## src/rtl/acc_seq_pkg.sv

```systemverilog
// acc_seq shared definitions: ALU op codes and sequencer states.
package acc_seq_pkg;

  localparam logic [2:0] OP_ADD  = 3'd0;
  localparam logic [2:0] OP_SUB  = 3'd1;
  localparam logic [2:0] OP_AND  = 3'd2;
  localparam logic [2:0] OP_OR   = 3'd3;
  localparam logic [2:0] OP_XOR  = 3'd4;
  localparam logic [2:0] OP_SHL  = 3'd5;
  localparam logic [2:0] OP_SHR  = 3'd6;
  localparam logic [2:0] OP_PASS = 3'd7;

  typedef enum logic [1:0] {
    S_IDLE = 2'd0,
    S_RUN  = 2'd1,
    S_FIN  = 2'd2
  } state_t;

endpackage

```

## src/rtl/acc_alu.sv

```systemverilog
// Combinational accumulator ALU, W bits wide.
// ACC_SEQ_SAT_EN makes ADD/SUB saturate instead of wrapping.
module acc_alu
  import acc_seq_pkg::*;
#(
  parameter int W = 8
) (
  input  logic [2:0]   op,
  input  logic [W-1:0] a,
  input  logic [W-1:0] b,
  output logic [W-1:0] res,
  output logic         cout
);

  logic [W:0] sum;
  logic [W:0] dif;

  assign sum = {1'b0, a} + {1'b0, b};
  assign dif = {1'b0, a} - {1'b0, b};

  always_comb begin
    res  = '0;
    cout = 1'b0;
    unique case (op)
      OP_ADD: begin
        res  = sum[W-1:0];
        cout = sum[W];
`ifdef ACC_SEQ_SAT_EN
        if (sum[W]) res = '1;
`endif
      end
      OP_SUB: begin
        res  = dif[W-1:0];
        cout = dif[W];
`ifdef ACC_SEQ_SAT_EN
        if (dif[W]) res = '0;
`endif
      end
      OP_AND: res = a & b;
      OP_OR:  res = a | b;
      OP_XOR: res = a ^ b;
      OP_SHL: begin
        res  = {a[W-2:0], 1'b0};
        cout = a[W-1];
      end
      OP_SHR:  res = {1'b0, a[W-1:1]};
      OP_PASS: res = b;
    endcase
  end

endmodule

```

## src/rtl/acc_seq_core.sv

```systemverilog
// Sequenced accumulator: N ticks of acc <= acc OP operand.
// Optional ADD/SUB saturation via ACC_SEQ_SAT_EN.
module acc_seq_core
  import acc_seq_pkg::*;
#(
  parameter int W   = 8,
  parameter int CW  = 8,
  parameter int DIV = 1
) (
  input  logic          clk,
  input  logic          rst,
  input  logic          start,
  input  logic          acc_clr,
  input  logic [2:0]    op,
  input  logic [W-1:0]  operand,
  input  logic [CW-1:0] iter,
  output logic          busy,
  output logic          done,
  output logic          out_strobe,
  output logic [W-1:0]  acc_out,
  output logic          carry
);

  localparam int PW = (DIV > 1) ? $clog2(DIV) : 1;
  localparam logic [PW-1:0] PMAX = PW'(DIV - 1);

  state_t        state;
  state_t        state_nx;
  logic [2:0]    op_q;
  logic [W-1:0]  opnd_q;
  logic [CW-1:0] rem;
  logic [PW-1:0] pre;
  logic          accept;
  logic          tick;
  logic [W-1:0]  alu_res;
  logic          alu_cout;

  assign tick = (state == S_RUN) && (pre == PMAX);

  acc_alu #(.W(W)) u_alu (
    .op   (op_q),
    .a    (acc_out),
    .b    (opnd_q),
    .res  (alu_res),
    .cout (alu_cout)
  );

  always_comb begin
    state_nx = state;
    accept   = 1'b0;
    unique case (state)
      S_IDLE: begin
        if (start) begin
          accept   = 1'b1;
          state_nx = (iter != '0) ? S_RUN : S_FIN;
        end
      end
      S_RUN: begin
        if (tick && rem == CW'(1)) state_nx = S_FIN;
      end
      S_FIN:   state_nx = S_IDLE;
      default: state_nx = S_IDLE;
    endcase
  end

  always_ff @(posedge clk or posedge rst) begin
    if (rst) state <= S_IDLE;
    else     state <= state_nx;
  end

  always_ff @(posedge clk or posedge rst) begin
    if (rst) begin
      op_q       <= '0;
      opnd_q     <= '0;
      rem        <= '0;
      pre        <= '0;
      acc_out    <= '0;
      carry      <= 1'b0;
      busy       <= 1'b0;
      done       <= 1'b0;
      out_strobe <= 1'b0;
    end else begin
      done       <= 1'b0;
      out_strobe <= 1'b0;
      unique case (state)
        S_IDLE: begin
          if (acc_clr) acc_out <= '0;
          if (accept) begin
            op_q   <= op;
            opnd_q <= operand;
            rem    <= iter;
            carry  <= 1'b0;
            pre    <= '0;
            busy   <= 1'b1;
          end
        end
        S_RUN: begin
          pre <= tick ? '0 : pre + PW'(1);
          if (tick) begin
            acc_out    <= alu_res;
            carry      <= carry | alu_cout;
            out_strobe <= 1'b1;
            rem        <= rem - CW'(1);
          end
        end
        S_FIN: begin
          done <= 1'b1;
          busy <= 1'b0;
        end
        default: ;
      endcase
    end
  end

endmodule

```

## config.mk

```make
export PLATFORM = sky130hd
export DESIGN_NAME = acc_seq_core
export DESIGN_NICKNAME = d
export VERILOG_FILES = /design/src/rtl/acc_seq_pkg.sv /design/src/rtl/acc_alu.sv /design/src/rtl/acc_seq_core.sv
export SDC_FILE = /design/constraint.sdc
export NUM_CORES = 1
export LEC_CHECK = 0
export CAP_MARGIN = 25
export CORE_ASPECT_RATIO = 0.75
export CORE_MARGIN = 1
export CORE_UTILIZATION = 50
export CTS_CLUSTER_DIAMETER = 30
export DETAILED_ROUTE_END_ITERATION = 12
export HOLD_SLACK_MARGIN = 0.06
export PLACE_DENSITY_LB_ADDON = 0.25
export SLEW_MARGIN = 5
export SYNTH_ARGS = -nofsm -noshare
export SYNTH_HDL_FRONTEND = slang
export SYNTH_SLANG_ARGS = --single-unit
```

## constraint.sdc

```tcl
create_clock -name clk -period 2.8 [get_ports clk]
set_input_delay 0.56 -clock clk [delete_from_list [all_inputs] [get_ports clk]]
set_output_delay 0.56 -clock clk [all_outputs]
set_load 0.005 [all_outputs]
```

==> key figures <==
Finish
  • Nets: 431
  • Fraction of layout cells with a size suffix above 1: ~6.3%
  • Register area: 851 um2
  • Antenna diodes: 0
  • Multi-input logic area: 1760 um2
  • Filler cells: 520
  • Synthesis-to-layout area growth: 16.1%

Clock network
  • Clock root cell: clkbuf_8
  • CTS tree: built
  • Clock Tree Buf Depth: 2
  • Sink Count: 34
  • CTS buffer count: 5
  • Hold Buf Count CTS: 0
  • Post-CTS Setup Bufs: 0
  • Clk_lat worst skew: 0.29 ns
  • Clk slew on worst S/H paths: 0.07 ns
  • Max H-tree Level: 2
  • Resized cells post-CTS: 0

Global routing
  • Largest net degree at the start of global routing: 35
  • Total GRT Usage: between 20% and 30%
  • Initial antenna violation count: 0
  • Total congestion overflow: 0
  • First-pass GRT wire length: 11.6 mm
  • Vias in the first global route: between 2k and 2.5k

Logic synthesis
  • Top cell type's share of synthesized area: slightly below 30%
  • Dominant cell type by area after synthesis: dfrtp_1
  • Mean Syn Cell Area: 8.07 um2
  • Post-synthesis xor/xnor area fraction: 2.15%
  • Simple logic cell fraction of the synthesized area: 18.5%
  • Asr flop ratio synth: 100%
  • Yosys warnings: 0
  • Sequential share of the synthesized area: 29.8%
  • Mux share of post-synthesis cell area: 3.33%
  • Yosys cell types: 55
  • Top FF cell, synth: dfrtp_1
  • Post-Synth Adder-Cell Area: 12.8%
  • Top post-synthesis cells by area: dfrtp_1 (30%), ha_1 (11%), o21ai_0 (7.4%)
  • Syn Nets: ~400
  • Flops & latches, synth: 34
  • Post-synthesis compound-gate area fraction: 25.0%
  • Largest family of logic cells by synthesized area: compound AO/OA/AOI/OAI gates
  • Post-synthesis instance total: 354
  • Synthesized cell area: 2860 um2
  • Count of flip-flops with a built-in enable after synthesis: 0

Critical path
  • R2R cell count: 8
  • Crit path capture: acc_out[6]
  • CP startpoint kind: flop
  • Worst reg2reg setup slack: a little over 0.5 ns
  • CP required: 2.98 ns
  • Reg2reg start: acc_out[4]
  • Reg2reg end: acc_out[6]
  • Crit path from: acc_out[4]
  • Critical path class: flop to flop
  • Critical Path AT: about 2.5 ns
  • Crit Path Max Fanout: 13
  • Worst setup EP type: flop

Pwr
  • Worst VDD drop: ~540 uV
  • PwrDens: 1280 nW/um2
  • Total power: 4.23 mW
  • Leak: 1.41 nW

STA
  • Final Slew Violations: 0
  • Worst slew pin tran: 0.651 ns
  • Endpoints failing setup: 0
  • Fin crit period: 2.29 ns
  • Slew HR: 56.3%
  • Fmax: 437 MHz
  • Hold Fails Final Rpt: 0
  • RSZ-0062 raised after global routing: no
  • Final TNS setup: 0 ns
  • Fin crit share: 81.7%
  • Clk_skew: 0.00754 ns

Routing
  • Vias per cell: 5.84
  • TritonRoute pass-1 iters: 5
  • DR vias: roughly 2.7k
  • Post-Route WL: 7.45 mm
  • Detail Route Antenna Nets: 0
  • WL per Instance: 16.3 um
  • Remaining DRCs: 0
  • Drt initial violations: 218

Hold path
  • Path category of the worst min-delay check: flop to flop
  • Worst hold start: rem[7]

Floorplan
  • Die Span Y: 67.4 um
  • # rows: 23
  • IO Count: 35
  • Initial Util: around 53%
  • Core area: around 5400 um2
  • Die area: around 6000 um2
  • Die Span X: 89.3 um

Job
  • Max_cap viols: 0

Placed design
  • DP HPWL: 5.43 mm
  • Port buffer count: 34
  • GP Congestion: 0.942

Outcome
  • Status: finished clean
-- synth_stat cells (2+ instances only) --
library cell / n
nor3_1: 13
buf_1: 2
mux2i_1: 5
o2bb2ai_1: 2
o21ai_1: 5
nand3_1: 6
inv_1: 30
a21oi_1: 26
a32o_1: 4
o22ai_1: 4
o21bai_1: 2
o41ai_1: 3
o21ai_0: 42
a22o_1: 2
or4_1: 2
mux4_2: 2
buf_6: 2
nand2_1: 34
buf_4: 3
xor2_1: 3
nor2_1: 28
a22oi_1: 3
nand2b_1: 8
dfrtp_1: 34
fa_1: 2
xnor2_1: 4
o21a_1: 3
a211oi_1: 4
a31oi_1: 2
nor4_1: 2
clkbuf_1: 4
buf_2: 11
ha_1: 26
nor2b_1: 3
nand3b_1: 3
a221oi_1: 2
nor4_2: 2
o31ai_1: 4
-- layout make-up --
type	count	area share (%)
Timing Repair Buffer	41	11.9
Multi-Input combinational cell	267	53.2
Clock buffer	6	2.49
Clock inverter	2	0.378
Inverter	31	3.55
Sequential cell	34	25.7
Tap cell	75	2.83
-- power breakdown --
group          switching, mW  internal [mW]
logic                   1.56           1.20
registers              0.354          0.713
clock network          0.196          0.198
total                   2.11           2.12
-- per-stage QoR --
step | hold WS, ns | setup slack (ns) | area (um2) | cells | utilization, %
4_1_cts | 0.510 | 0.521 | 3310 | 456 | 61.3
6_report | 0.513 | 0.512 | 3310 | 456 | 61.3
3_5_place_dp | 0.493 | 0.530 | 3220 | 448 | 59.5
2_1_floorplan | 0.461 | 0.665 | 2860 | 354 | -
5_1_grt | 0.562 | 0.366 | 3310 | 456 | 61.3
3_3_place_gp | 0.481 | 0.600 | 3220 | 448 | 59.5
-- routing by layer --
metal  routed length, um  vias up  GRT usage (%)  part of all wire (%)
li1                    -     1301              -                     -
met1                3630     1228           40.4                    49
met2                3060      121           37.1                    41
met3                 631       15           4.89                   8.5
met4                 131        0           8.73                   1.8
met5                   0        -              0                     0
-- worst min path at each step --
stage	to	slack, ns	depth (start not counted)
after floorplan	rem[6]	0.46	2
after global routing	rem[7]	0.56	2
after global placement	rem[6]	0.48	2
after CTS	rem[7]	0.51	2
after detailed placement	rem[7]	0.49	2
final	rem[7]	0.51	2
-- worst max-delay path, cell delays in order, from the launching register on --
cell and delay, ns:
dfrtp_1 0.48, inv_1 0.08, ha_1 0.55, nand2b_1 0.18, a21oi_1 0.08, nor3_1 0.32
xnor2_1 0.17, o21ai_1 0.08, a32o_1 0.25
-- kinds of logic after synthesis --
| kind of cell | Yosys count |
|---|---|
| AOI/OAI and AO/OA | 116 |
| muxes | 7 |
| and+or+nand+nor | 109 |
| adders and majority gates | 28 |
| xor gates and xnor gates | 7 |
| DFF | 34 |
| buffers and inverters | 53 |
-- placed cells by master (no fill, tap or decap), types with 7 or more instances in the layout --
cell / netlist / routed
buf_4: 3 / 7
nand2b_1: 8 / 8
clkdlybuf4s50_1: 0 / 34
nand2_1: 34 / 34
nor3_1: 13 / 13
o21ai_0: 42 / 42
a21oi_1: 26 / 26
nor2_1: 28 / 28
ha_1: 26 / 26
inv_1: 30 / 30
dfrtp_1: 34 / 34
-- sequential cells by signal (all words and copies together) (netlist names) --
signal	cells
pre	1
carry	1
op_q	3
done	1
busy	1
out_strobe	1
state	2
opnd_q	8
rem	8
acc_out	8
Power figures use the tool's default switching activity.
